### config.mk
export PLATFORM = sky130hd
export DESIGN_NAME = cmsdk_ahb_eg_fifo_regs_flat
export DESIGN_NICKNAME = d
export VERILOG_FILES = /design/src/rtl/cmsdk_eg_fifo_pkg.sv /design/src/rtl/cmsdk_ahb_eg_fifo_regs_if.sv /design/src/rtl/cmsdk_eg_sync_fifo.sv /design/src/rtl/cmsdk_ahb_eg_fifo_regs.sv /design/src/flat_wrapper.sv
export SDC_FILE = /design/constraint.sdc
export NUM_CORES = 1
export LEC_CHECK = 0
export CAP_MARGIN = 0
export CORE_MARGIN = 3
export CORE_UTILIZATION = 50
export CTS_BUF_LIST = sky130_fd_sc_hd__clkbuf_4 sky130_fd_sc_hd__clkbuf_8 sky130_fd_sc_hd__clkbuf_16
export CTS_CLUSTER_DIAMETER = 120
export DETAILED_ROUTE_END_ITERATION = 7
export PLACE_DENSITY_LB_ADDON = 0.12
export SYNTH_ARGS = -nofsm -noshare
export SYNTH_HDL_FRONTEND = slang
export SYNTH_HIERARCHICAL = 1
export SYNTH_SLANG_ARGS = --single-unit
export TNS_END_PERCENT = 100
### constraint.sdc
create_clock -name hclk -period 3.05 [get_ports hclk]
set_input_delay 0.61 -clock hclk [delete_from_list [all_inputs] [get_ports hclk]]
set_output_delay 0.61 -clock hclk [all_outputs]
set_load 0.02 [all_outputs]
### src/rtl/cmsdk_eg_fifo_pkg.sv
// Shared register map, bit positions and helpers for the AHB example FIFO peripheral.
// Optional PEEK register is enabled by CMSDK_EG_FIFO_PEEK_EN (see cmsdk_ahb_eg_fifo_regs).
package cmsdk_eg_fifo_pkg;

    // Word indices (byte offset >> 2) of the register map.
    localparam int WORD_DATA   = 0;
    localparam int WORD_STATUS = 1;
    localparam int WORD_CTRL   = 2;
    localparam int WORD_INTCLR = 3;
    localparam int WORD_PEEK   = 4;

    localparam int ST_EMPTY     = 0;
    localparam int ST_FULL      = 1;
    localparam int ST_OVF       = 2;
    localparam int ST_UDF       = 3;
    localparam int ST_COUNT_LSB = 8;

    localparam int CTRL_FLUSH   = 0;
    localparam int CTRL_IRQ_EN  = 1;
    localparam int CTRL_THR_LSB = 8;

    localparam int INTCLR_OVF = 2;
    localparam int INTCLR_UDF = 3;

    typedef struct packed {
        logic [7:0] thr;
        logic       irq_en;
    } ctrl_t;

    function automatic logic [31:0] byte_lane_mask(input logic [3:0] strobe);
        logic [31:0] mask;
        for (int i = 0; i < 4; i++) begin
            mask[i*8 +: 8] = {8{strobe[i]}};
        end
        return mask;
    endfunction

endpackage

### src/rtl/cmsdk_ahb_eg_fifo_regs_if.sv
// Register-access bus between the AHB example slave interface and its register block.
interface cmsdk_ahb_eg_fifo_regs_if #(
    parameter int ADDRWIDTH = 12
);
    // read_en/write_en are single-cycle data-phase strobes; the slave never stalls
    // (implicit ready=1), so each asserted strobe is one complete transfer, and
    // rdata is valid combinationally in the same cycle as read_en.
    logic [ADDRWIDTH-1:0] addr;
    logic                 read_en;
    logic                 write_en;
    logic [3:0]           byte_strobe;
    logic [31:0]          wdata;
    logic [31:0]          rdata;

    modport master (
        output addr, read_en, write_en, byte_strobe, wdata,
        input  rdata
    );

    modport slave (
        input  addr, read_en, write_en, byte_strobe, wdata,
        output rdata
    );
endinterface

### src/rtl/cmsdk_eg_sync_fifo.sv
// Word-wide synchronous FIFO: storage, wrapping pointers and occupancy count.
// Flush has priority over push/pop; caller guarantees push is only issued when space exists.
module cmsdk_eg_sync_fifo #(
    parameter int AW = 3,
    parameter int DW = 32
) (
    input  logic          clk,
    input  logic          rst,
    input  logic          push,
    input  logic          pop,
    input  logic          flush,
    input  logic [DW-1:0] wdata,
    output logic          full,
    output logic          empty,
    output logic [AW:0]   count,
    output logic [DW-1:0] head
);
    localparam int DEPTH = 1 << AW;

    logic [DW-1:0] mem_q [DEPTH];
    logic [DW-1:0] mem_d [DEPTH];
    logic [AW-1:0] wr_ptr_q, wr_ptr_d;
    logic [AW-1:0] rd_ptr_q, rd_ptr_d;
    logic [AW:0]   count_q, count_d;

    always_comb begin
        mem_d    = mem_q;
        wr_ptr_d = wr_ptr_q;
        rd_ptr_d = rd_ptr_q;
        count_d  = count_q;
        if (flush) begin
            wr_ptr_d = '0;
            rd_ptr_d = '0;
            count_d  = '0;
        end else begin
            if (push) begin
                mem_d[wr_ptr_q] = wdata;
                wr_ptr_d        = wr_ptr_q + AW'(1);
            end
            if (pop) begin
                rd_ptr_d = rd_ptr_q + AW'(1);
            end
            unique case ({push, pop})
                2'b10:   count_d = count_q + (AW+1)'(1);
                2'b01:   count_d = count_q - (AW+1)'(1);
                default: count_d = count_q;
            endcase
        end
    end

    always_ff @(posedge clk) begin
        if (rst) begin
            mem_q    <= '{default: '0};
            wr_ptr_q <= '0;
            rd_ptr_q <= '0;
            count_q  <= '0;
        end else begin
            mem_q    <= mem_d;
            wr_ptr_q <= wr_ptr_d;
            rd_ptr_q <= rd_ptr_d;
            count_q  <= count_d;
        end
    end

    assign full  = (count_q == (AW+1)'(DEPTH));
    assign empty = (count_q == '0);
    assign count = count_q;
    assign head  = mem_q[rd_ptr_q];

endmodule

### src/rtl/cmsdk_ahb_eg_fifo_regs.sv
// FIFO register block behind the AHB example slave: push-on-write / pop-on-read DATA,
// STATUS, CTRL, INTCLR and a level interrupt. Define CMSDK_EG_FIFO_PEEK_EN to add PEEK at 0x010.
module cmsdk_ahb_eg_fifo_regs
    import cmsdk_eg_fifo_pkg::*;
#(
    parameter int ADDRWIDTH = 12,
    parameter int FIFO_AW   = 3
) (
    input  logic                     hclk,
    input  logic                     hreset,
    cmsdk_ahb_eg_fifo_regs_if.slave  bus,
    output logic                     irq
);
    localparam int WW = ADDRWIDTH - 2;

    logic [WW-1:0] word;
    logic          sel_data, sel_status, sel_ctrl, sel_intclr;
    logic          data_wr, data_rd, ctrl_wr, intclr_wr;
    logic          do_push, do_pop, flush, ovf_evt, udf_evt;
    logic          unused_addr_bits;

    logic              fifo_full, fifo_empty;
    logic [FIFO_AW:0]  fifo_count;
    logic [31:0]       fifo_head;
    logic [31:0]       status;
    logic              level_hit;

    logic  ovf_q, ovf_d;
    logic  udf_q, udf_d;
    ctrl_t ctrl_q, ctrl_d;
    logic  irq_q, irq_d;

    // Byte offset bits are not part of the decode.
    assign word             = bus.addr[ADDRWIDTH-1:2];
    assign unused_addr_bits = ^bus.addr[1:0];

    assign sel_data   = (word == WW'(WORD_DATA));
    assign sel_status = (word == WW'(WORD_STATUS));
    assign sel_ctrl   = (word == WW'(WORD_CTRL));
    assign sel_intclr = (word == WW'(WORD_INTCLR));

    assign data_wr   = bus.write_en & sel_data;
    assign data_rd   = bus.read_en  & sel_data;
    assign ctrl_wr   = bus.write_en & sel_ctrl;
    assign intclr_wr = bus.write_en & sel_intclr;

    // A pop in the same cycle frees the slot, so a push into a full FIFO still succeeds.
    assign do_pop  = data_rd & ~fifo_empty;
    assign do_push = data_wr & (~fifo_full | do_pop);
    assign ovf_evt = data_wr & fifo_full & ~do_pop;
    assign udf_evt = data_rd & fifo_empty;
    assign flush   = ctrl_wr & bus.byte_strobe[0] & bus.wdata[CTRL_FLUSH];

    cmsdk_eg_sync_fifo #(
        .AW (FIFO_AW),
        .DW (32)
    ) u_fifo (
        .clk   (hclk),
        .rst   (hreset),
        .push  (do_push),
        .pop   (do_pop),
        .flush (flush),
        .wdata (bus.wdata & byte_lane_mask(bus.byte_strobe)),
        .full  (fifo_full),
        .empty (fifo_empty),
        .count (fifo_count),
        .head  (fifo_head)
    );

    always_comb begin
        ovf_d  = ovf_q;
        udf_d  = udf_q;
        ctrl_d = ctrl_q;
        if (intclr_wr && bus.byte_strobe[0]) begin
            if (bus.wdata[INTCLR_OVF]) ovf_d = 1'b0;
            if (bus.wdata[INTCLR_UDF]) udf_d = 1'b0;
        end
        // Set is applied after clear so a coincident event is never lost.
        if (ovf_evt) ovf_d = 1'b1;
        if (udf_evt) udf_d = 1'b1;
        if (ctrl_wr) begin
            if (bus.byte_strobe[0]) ctrl_d.irq_en = bus.wdata[CTRL_IRQ_EN];
            if (bus.byte_strobe[1]) ctrl_d.thr    = bus.wdata[CTRL_THR_LSB +: 8];
        end
        level_hit = (ctrl_q.thr != 8'd0) && (32'(fifo_count) >= 32'(ctrl_q.thr));
        irq_d     = ctrl_q.irq_en & (level_hit | ovf_q | udf_q);
    end

    always_ff @(posedge hclk) begin
        if (hreset) begin
            ovf_q  <= 1'b0;
            udf_q  <= 1'b0;
            ctrl_q <= '0;
            irq_q  <= 1'b0;
        end else begin
            ovf_q  <= ovf_d;
            udf_q  <= udf_d;
            ctrl_q <= ctrl_d;
            irq_q  <= irq_d;
        end
    end

    assign irq = irq_q;

    always_comb begin
        status                               = '0;
        status[ST_EMPTY]                     = fifo_empty;
        status[ST_FULL]                      = fifo_full;
        status[ST_OVF]                       = ovf_q;
        status[ST_UDF]                       = udf_q;
        status[ST_COUNT_LSB +: FIFO_AW + 1]  = fifo_count;
    end

    always_comb begin
        bus.rdata = '0;
        if (bus.read_en) begin
            if (sel_data && !fifo_empty) begin
                bus.rdata = fifo_head;
            end else if (sel_status) begin
                bus.rdata = status;
            end else if (sel_ctrl) begin
                bus.rdata[CTRL_IRQ_EN]         = ctrl_q.irq_en;
                bus.rdata[CTRL_THR_LSB +: 8]   = ctrl_q.thr;
            end
`ifdef CMSDK_EG_FIFO_PEEK_EN
            if ((word == WW'(WORD_PEEK)) && !fifo_empty) begin
                bus.rdata = fifo_head;
            end
`endif
        end
    end

endmodule

### src/flat_wrapper.sv
// flat-port wrapper written by rule: the top's interface ports become plain ports
module cmsdk_ahb_eg_fifo_regs_flat import cmsdk_eg_fifo_pkg::*;
#(
    parameter int ADDRWIDTH = 12,
    parameter int FIFO_AW   = 3
)
  (hclk, hreset, irq, bus_addr, bus_read_en, bus_write_en, bus_byte_strobe, bus_wdata, bus_rdata);
  cmsdk_ahb_eg_fifo_regs_if #(.ADDRWIDTH(ADDRWIDTH)) bus_i ();
  input  logic hclk;
  input  logic hreset;
  output logic irq;
  input wire logic [$bits(bus_i.addr)-1:0] bus_addr;
  input wire logic [$bits(bus_i.read_en)-1:0] bus_read_en;
  input wire logic [$bits(bus_i.write_en)-1:0] bus_write_en;
  input wire logic [$bits(bus_i.byte_strobe)-1:0] bus_byte_strobe;
  input wire logic [$bits(bus_i.wdata)-1:0] bus_wdata;
  output wire logic [$bits(bus_i.rdata)-1:0] bus_rdata;
  assign bus_i.addr = bus_addr;
  assign bus_i.read_en = bus_read_en;
  assign bus_i.write_en = bus_write_en;
  assign bus_i.byte_strobe = bus_byte_strobe;
  assign bus_i.wdata = bus_wdata;
  assign bus_rdata = bus_i.rdata;
  cmsdk_ahb_eg_fifo_regs #(.ADDRWIDTH(ADDRWIDTH), .FIFO_AW(FIFO_AW)) u_core (.hclk(hclk), .hreset(hreset), .bus(bus_i), .irq(irq));
endmodule
Word-level counts from Yosys, hierarchy flattened
Index checks and enable logic that the tools add are counted.
{ "totals": {"reg_bits": 278, "input_bits": 52, "word_cells": 92} }
{ "op_classes": {"addsub": 4, "order_cmp": 4, "eq_ne": 6, "n_mux": 21, "bitwise": 22, "n_reduce_logical": 19} }
{ "op_table": {"columns": ["op", "count"], "rows": [
  ["$bwmux W256", 1],
  ["$mux W32", 5],
  ["$bmux W32 S3", 1],
  ["$demux W32 S3", 1],
  ["$and A32 B32 Y32", 1],
  ["$eq A10 B2 Y1 const B", 2],
  ["$mux W8", 2],
  ["$and A1 B1 Y1", 12],
  ["$eq A10 B1 Y1 const B", 1],
  ["$logic_not A10 Y1", 1],
  ["$reduce_and A2 Y1", 5],
  ["$reduce_bool A2 Y1", 5],
  ["$mux W1", 9],
  ["$ge A4 B4 Y1 const B", 2],
  ["$ge A4 B8 Y1", 1],
  ["$not A3 Y4", 2],
  ["$pmux W4 S2", 1],
  ["$reduce_bool A8 Y1", 1],
  ["$add A3 B1 Y3 const B", 2],
  ["$add A4 B1 Y4 const B", 1],
  ["$eq A4 B4 Y1 const B", 1],
  ["$logic_and A1 B1 Y1", 4],
  ["$logic_not A4 Y1", 1],
  ["$lt A4 B1 Y1 const B", 1],
  ["8 further kinds", 13]
]} }

Longest topological paths before layout
{ "logic_depth": {"word_depth": 7, "depth_mapped": 14, "ltp_nobuf": 12} }

By module
The synthesis kept the hierarchy.
{ "modules_own_cells": {"columns": ["mod", "instances", "cells_each", "area_per_inst_um2"], "rows": [
  ["cmsdk_eg_sync_fifo", 1, 1335, 11405.9],
  ["cmsdk_ahb_eg_fifo_regs", 1, 168, 1287.5]
]} }

Least setup slack after synthesis
OpenSTA, ideal clock, no wires.
{ "synth_timing": {"kind": "input -> register", "startpoint": "in bus_addr[5]", "endpoint": "reg u_core.u_fifo.count_q[2], in the netlist u_core/u_fifo/count[2]", "setup_ns": 0.071, "arrival_time_ns": 3.121, "t_required_ns": 2.979, "slack_ns": -0.141, "stages": 14, "path_buffers": 2, "cell_sequence": "or4_1 nor2_2 buf_4 nand3_2 a21oi_1 buf_2 inv_1 ha_1 xor2_1 ha_1 a21oi_1 xor2_1 or3_1 a21oi_1"} }
{ "synth_via": {"elab_chain_cells": 7} }
{ "synth_lines": {"columns": ["item", "line", "source"], "rows": [
  ["start: declaration", "flat_wrapper.sv:12", "input wire logic [$bits(bus_i.addr)-1:0] bus_addr;"],
  ["$logic_not A10 Y1 *", "cmsdk_ahb_eg_fifo_regs.sv:37", "assign sel_data = (word == WW'(WORD_DATA));"],
  ["$and A1 B1 Y1", "cmsdk_ahb_eg_fifo_regs.sv:43", "assign data_rd = bus.read_en & sel_data;"],
  ["$and A1 B1 Y1", "cmsdk_ahb_eg_fifo_regs.sv:48", "assign do_pop = data_rd & ~fifo_empty;"],
  ["$or A1 B1 Y1", "cmsdk_ahb_eg_fifo_regs.sv:49", "assign do_push = data_wr & (~fifo_full | do_pop);"],
  ["$and A1 B1 Y1 *", "cmsdk_ahb_eg_fifo_regs.sv:49", null],
  ["via u_core.do_push", "cmsdk_ahb_eg_fifo_regs.sv:19", "logic do_push, do_pop, flush, ovf_evt, udf_evt;"],
  ["$eq A2 B1 Y1 or $eq A2 B2 Y1 (tied branches)", "cmsdk_eg_sync_fifo.sv:43", "unique case ({push, pop})"],
  ["$pmux W4 S2 or $reduce_bool A2 Y1 (tied branches)", null, null],
  ["end signal: assignment", "cmsdk_eg_sync_fifo.sv:61", "count_q <= count_d;"],
  ["end: declaration", "cmsdk_eg_sync_fifo.sv:24", "logic [AW:0] count_q, count_d;"]
]} }
Mark *: on every way through the listed nets, which the timed path passes. The rest lies on a longest branch.
A chain may end at the register's enable or synchronous reset.

Worst setup path after layout
{ "layout_timing": {"startpoint": "reg u_core.u_fifo.rd_ptr_q[0]", "endpoint": "out bus_rdata[0]"} }
{ "layout_via": {"elab_chain_cells": 6} }
{ "layout_lines": {"columns": ["item", "line", "source"], "rows": [
  ["start: declaration", "cmsdk_eg_sync_fifo.sv:23", "logic [AW-1:0] rd_ptr_q, rd_ptr_d;"],
  ["start signal: assignment", "cmsdk_eg_sync_fifo.sv:60", "rd_ptr_q <= rd_ptr_d;"],
  ["$not A3 Y4 (not written as such)", "cmsdk_eg_sync_fifo.sv:68", "assign head = mem_q[rd_ptr_q];"],
  ["$bmux W32 S3", "cmsdk_eg_sync_fifo.sv:68", null],
  ["$mux W32 (not written as such) (2 in series)", "cmsdk_eg_sync_fifo.sv:68", null],
  ["via u_core.fifo_head[0]", "cmsdk_ahb_eg_fifo_regs.sv:24", "logic [31:0] fifo_head;"],
  ["$mux W32", "cmsdk_ahb_eg_fifo_regs.sv:117", "if (sel_data && !fifo_empty) begin"],
  ["$mux W32", "cmsdk_ahb_eg_fifo_regs.sv:116", "if (bus.read_en) begin"],
  ["end: declaration", "flat_wrapper.sv:17", "output wire logic [$bits(bus_i.rdata)-1:0] bus_rdata;"]
]} }
The timed path passes the listed nets, and every way through them passes these cells. The select of a mux whose other input is x is not followed.

==> flow_summary_export.csv <==
group,metric,value,unit
clocking,clk_pin_slew,0.06,ns
global_route,overflow,0,
timing,timing_hold_violations_final,0,
final_layout,syn2layout_area_growth,24.31,%
die,start_util,51.59,%
critical_path,rrSetupSlack,0.30,ns
clocking,clock-sinks,278,
route,postRouteAntennaNets,0,
clocking,htreeDepth,1,
clocking,worstSkewPairLatency,0.56,ns
synthesis,synth_ff_type,"dfxtp_1",
route,post-route-drc-count,0,
timing,timing.final.ws_setup,-0.01250,ns
critical_path,crit_arrival,2.45,ns
outcome,outcome,"finished with violations",
synthesis,ys_types,54,
power,ir_worst_vdd,0.4250,mV
global_route,grt_pass1_vias,10560,
critical_path,rr_worst_depth,13,
synthesis,syn_area_per_cell,8.445,sq um
die,die-area,27330,sq um
global_route,grt_usage,27.01,%
die,die_y,165.3,um
critical_path,crit_family,"multiplexers",
synthesis,synth-edff-count,0,
critical_path,start_kind,"register",
outcome,violations,"setup timing",
clocking,tritoncts,"built",
clocking,clk_path_buf_depth,3,
clocking,holdBufCountCts,0,
timing,timing.fmax,326.5,MHz
timing,period_share,100.4,%
route,via_per_inst,5.654,
power,finalPower,0.007433,W
final_layout,antenna_cells,0,
clocking,numCtsBuffers,29,
timing,layout_min_cycle_time,3.062,ns
synthesis,syn-num-nets,1564,
critical_path,worstPathCellList,"buf_8 > buf_6 > mux4_2 > mux2_4 > nor3b_4 > a21oi_2 > nor3b_2 > buf_4",
synthesis,syn-instance-count,1503,
timing,fin_skew,0.01269,ns
place,dp_hpwl,22860,um
hold_path,worstHoldStart,"u_core/u_fifo/mem_q[48]$_SDFFE_PP0P_",
critical_path,cp.depth,8,
place,gp_congestion,0.7990,
critical_path,r2r_start,"u_core/u_fifo/count[3]$_SDFFE_PP0P_",
global_route,grt_first_pass_wirelength,58120,um
critical_path,cp_max_fo,4,
critical_path,crit_buf_inv,3,
synthesis,syn_area,12690,sq um
timing,rsz0062_at_grt,"true",
die,boundaryPins,85,
critical_path,slowest_stage,"mux4_2",
job,maxCapViolCount,0,
global_route,grt_max_degree,124,
route,wl_per_cell,19.26,um
power,power_leakage,5.650,nW
synthesis,async_reset_ff_share,0,%
route,vias,10950,
die,core,24600,sq um
final_layout,layout-drive-gt1-share,20.97,%
synthesis,postSynthRegisterBits,278,
die,num_rows,57,
synthesis,synth.yosys.warnings,6,
timing,tightest_slew,0.6826,ns
route,first_pass_iters,5,
critical_path,worstReg2RegEnd,"u_core/u_fifo/count[2]$_SDFFE_PP0P_",
clocking,cts-root-buf,"clkbuf_16",
final_layout,post-route-util,64.13,%
final_layout,nNetsFinal,1656,
critical_path,required,2.44,ns
power,power.density,471.1,nW/um^2
timing,slew_viol_final,0,
timing,relSlewSlack,54.49,%
synthesis,ys_seq_area_share,43.84,%
global_route,grt_antenna_before_repair,0,
critical_path,cpPeakStageDelay,0.47,ns
hold_path,whs_endpoint,"u_core/u_fifo/mem_q[48]$_SDFFE_PP0P_",
hold_path,min_path_cells,2,
hold_path,hold_path_class,"reg2reg",
timing,setup_viol,1,
route,routed_wl,37280,um
die,die_w,165.3,um
critical_path,path_class,"reg2out",
route,drtIter0Drc,933,
critical_path,cp-end-kind,"output pin",
place,port_buffers,82,
-- routing by layer --
metal	up-vias	wire length, um	global-route usage (%)
met5	-	0	0
met3	67	2332	3.742
met4	0	894	8.091
li1	5243	-	-
met2	334	17780	44.52
met1	5303	16280	37.14
-- area by class of cell --
type	count	area, sq um
tap	324	405.4
clock inverter	4	60.06
timing repair buffer	210	2228
fill	2080	8826
multi-input combinational	1066	6579
inverter	10	37.54
clock buffer	44	894.6
sequential	278	5574
-- power by group --
part | total (W) | switching [W] | internal (W)
Combinational | 0.000253 | 0.000159 | 0.0000941
Clock | 0.00355 | 0.00146 | 0.00209
Sequential | 0.00363 | 0.0000000974 | 0.00363
-- placed cells by master, fill, tap and decap left out, types with 21 or more instances in the layout --
| master | instances |
|---|---|
| nor2_1 | 21 |
| clkbuf_16 | 29 |
| buf_2 | 23 |
| mux2_2 | 22 |
| and3_1 | 22 |
| and2_1 | 33 |
| dfxtp_1 | 275 |
| a21oi_1 | 259 |
| buf_12 | 39 |
| nand2_1 | 522 |
| buf_4 | 86 |
| mux4_2 | 64 |
| clkdlybuf4s50_1 | 44 |
-- Yosys cell counts (all sizes together), types with 2 or more instances --
cell | count | share of area (%)
o21ai | 5 | 0.20
a32o | 2 | 0.16
nand4 | 3 | 0.20
a22o | 5 | 0.34
buf | 82 | 3.4
mux4 | 64 | 11
mux2i | 12 | 0.95
clkbuf | 67 | 2.0
nor3 | 3 | 0.16
mux2 | 32 | 2.8
nor4b | 3 | 0.26
a211o | 2 | 0.14
and3 | 23 | 1.1
ha | 9 | 0.89
nor2b | 14 | 0.69
a32oi | 4 | 0.28
nand2 | 522 | 15
inv | 10 | 0.30
nor4 | 4 | 0.30
nor3b | 3 | 0.22
and2 | 33 | 1.6
xnor2 | 2 | 0.14
or3 | 2 | 0.099
nand3 | 8 | 0.35
or4 | 3 | 0.21
a21oi | 262 | 10
or2 | 2 | 0.099
dfxtp | 278 | 44
a22oi | 5 | 0.30
nor2 | 23 | 0.70
xor2 | 5 | 0.34
-- sequential cells by signal, indices dropped and copies added (netlist names) --
| name | flops |
|---|---|
| u_core/ovf_q | 1 |
| u_core/u_fifo/wr_ptr_q | 3 |
| u_core/irq | 1 |
| u_core/u_fifo/rd_ptr_q | 3 |
| u_core/udf_q | 1 |
| u_core/ctrl_q | 9 |
| u_core/u_fifo/count | 4 |
| u_core/u_fifo/mem_q | 256 |
-- timing repair --
| item | CTS | global route |
|---|---|---|
| gates cloned | 2 | 0 |
| pin swaps | 2 | 4 |
| resized for setup | 149 | 42 |
| endpoints found under the setup margin | 32 | 161 |
| buffers inserted | 29 | 10 |
-- metrics by stage --
stage | std cells | instance area, sq um | setup WS [ns] | TNS, ns | hold WS (ns)
after floorplan | 1503 | 12710 | 0.02380 | 0 | 0.4331
after global placement | 1851 | 14370 | -0.3785 | -75.04 | 0.4385
after detailed placement | 1851 | 14370 | -0.4430 | -88.06 | 0.4444
after CTS | 1929 | 15650 | -0.04001 | -0.3112 | 0.4523
after global routing | 1936 | 15780 | -0.07163 | -0.2413 | 0.4678
final | 1936 | 15780 | -0.01250 | -0.01250 | 0.4516
-- worst reg2reg max path, stage by stage, from the launching register on --
cell	delay, ns
dfxtp_1	0.31
nor4_1	0.31
buf_4	0.22
and4b_2	0.27
nand2_1	0.18
inv_2	0.09
buf_4	0.15
ha_2	0.17
xor2_1	0.14
ha_1	0.19
a21oi_2	0.11
xor2_1	0.08
or3_1	0.30
a21oi_1	0.14
-- kinds of logic (layout without fill, tap and decap cells) --
| kind of cell | Yosys count | count (layout) | share of synthesized area [%] |
|---|---|---|---|
| DFF | 278 | 278 | 43.84 |
| AOI/OAI and AO/OA | 289 | 289 | 12.06 |
| buffers and inverters | 159 | 268 | 5.658 |
| adders and majority gates | 9 | 9 | 0.8872 |
| muxes | 108 | 108 | 15.14 |
| and+or+nand+nor | 653 | 653 | 21.93 |
| xor gates and xnor gates | 7 | 7 | 0.4830 |
-- how the worst max path moves through the flow --
stage                                           to  slack (ns)                                    from
2_1_floorplan  u_core/u_fifo/count[3]$_SDFFE_PP0P_        0.02                             bus_addr[5]
3_3_place_gp   u_core/u_fifo/count[2]$_SDFFE_PP0P_       -0.38                             bus_addr[5]
3_5_place_dp   u_core/u_fifo/count[2]$_SDFFE_PP0P_       -0.44                             bus_addr[5]
4_1_cts                              bus_rdata[22]       -0.04  u_core/u_fifo/rd_ptr_q[0]$_SDFFE_PP0P_
5_1_grt                               bus_rdata[0]       -0.07  u_core/u_fifo/rd_ptr_q[0]$_SDFFE_PP0P_
6_report                              bus_rdata[0]       -0.01  u_core/u_fifo/rd_ptr_q[0]$_SDFFE_PP0P_
Note: power is estimated with default switching activity, not from simulation.
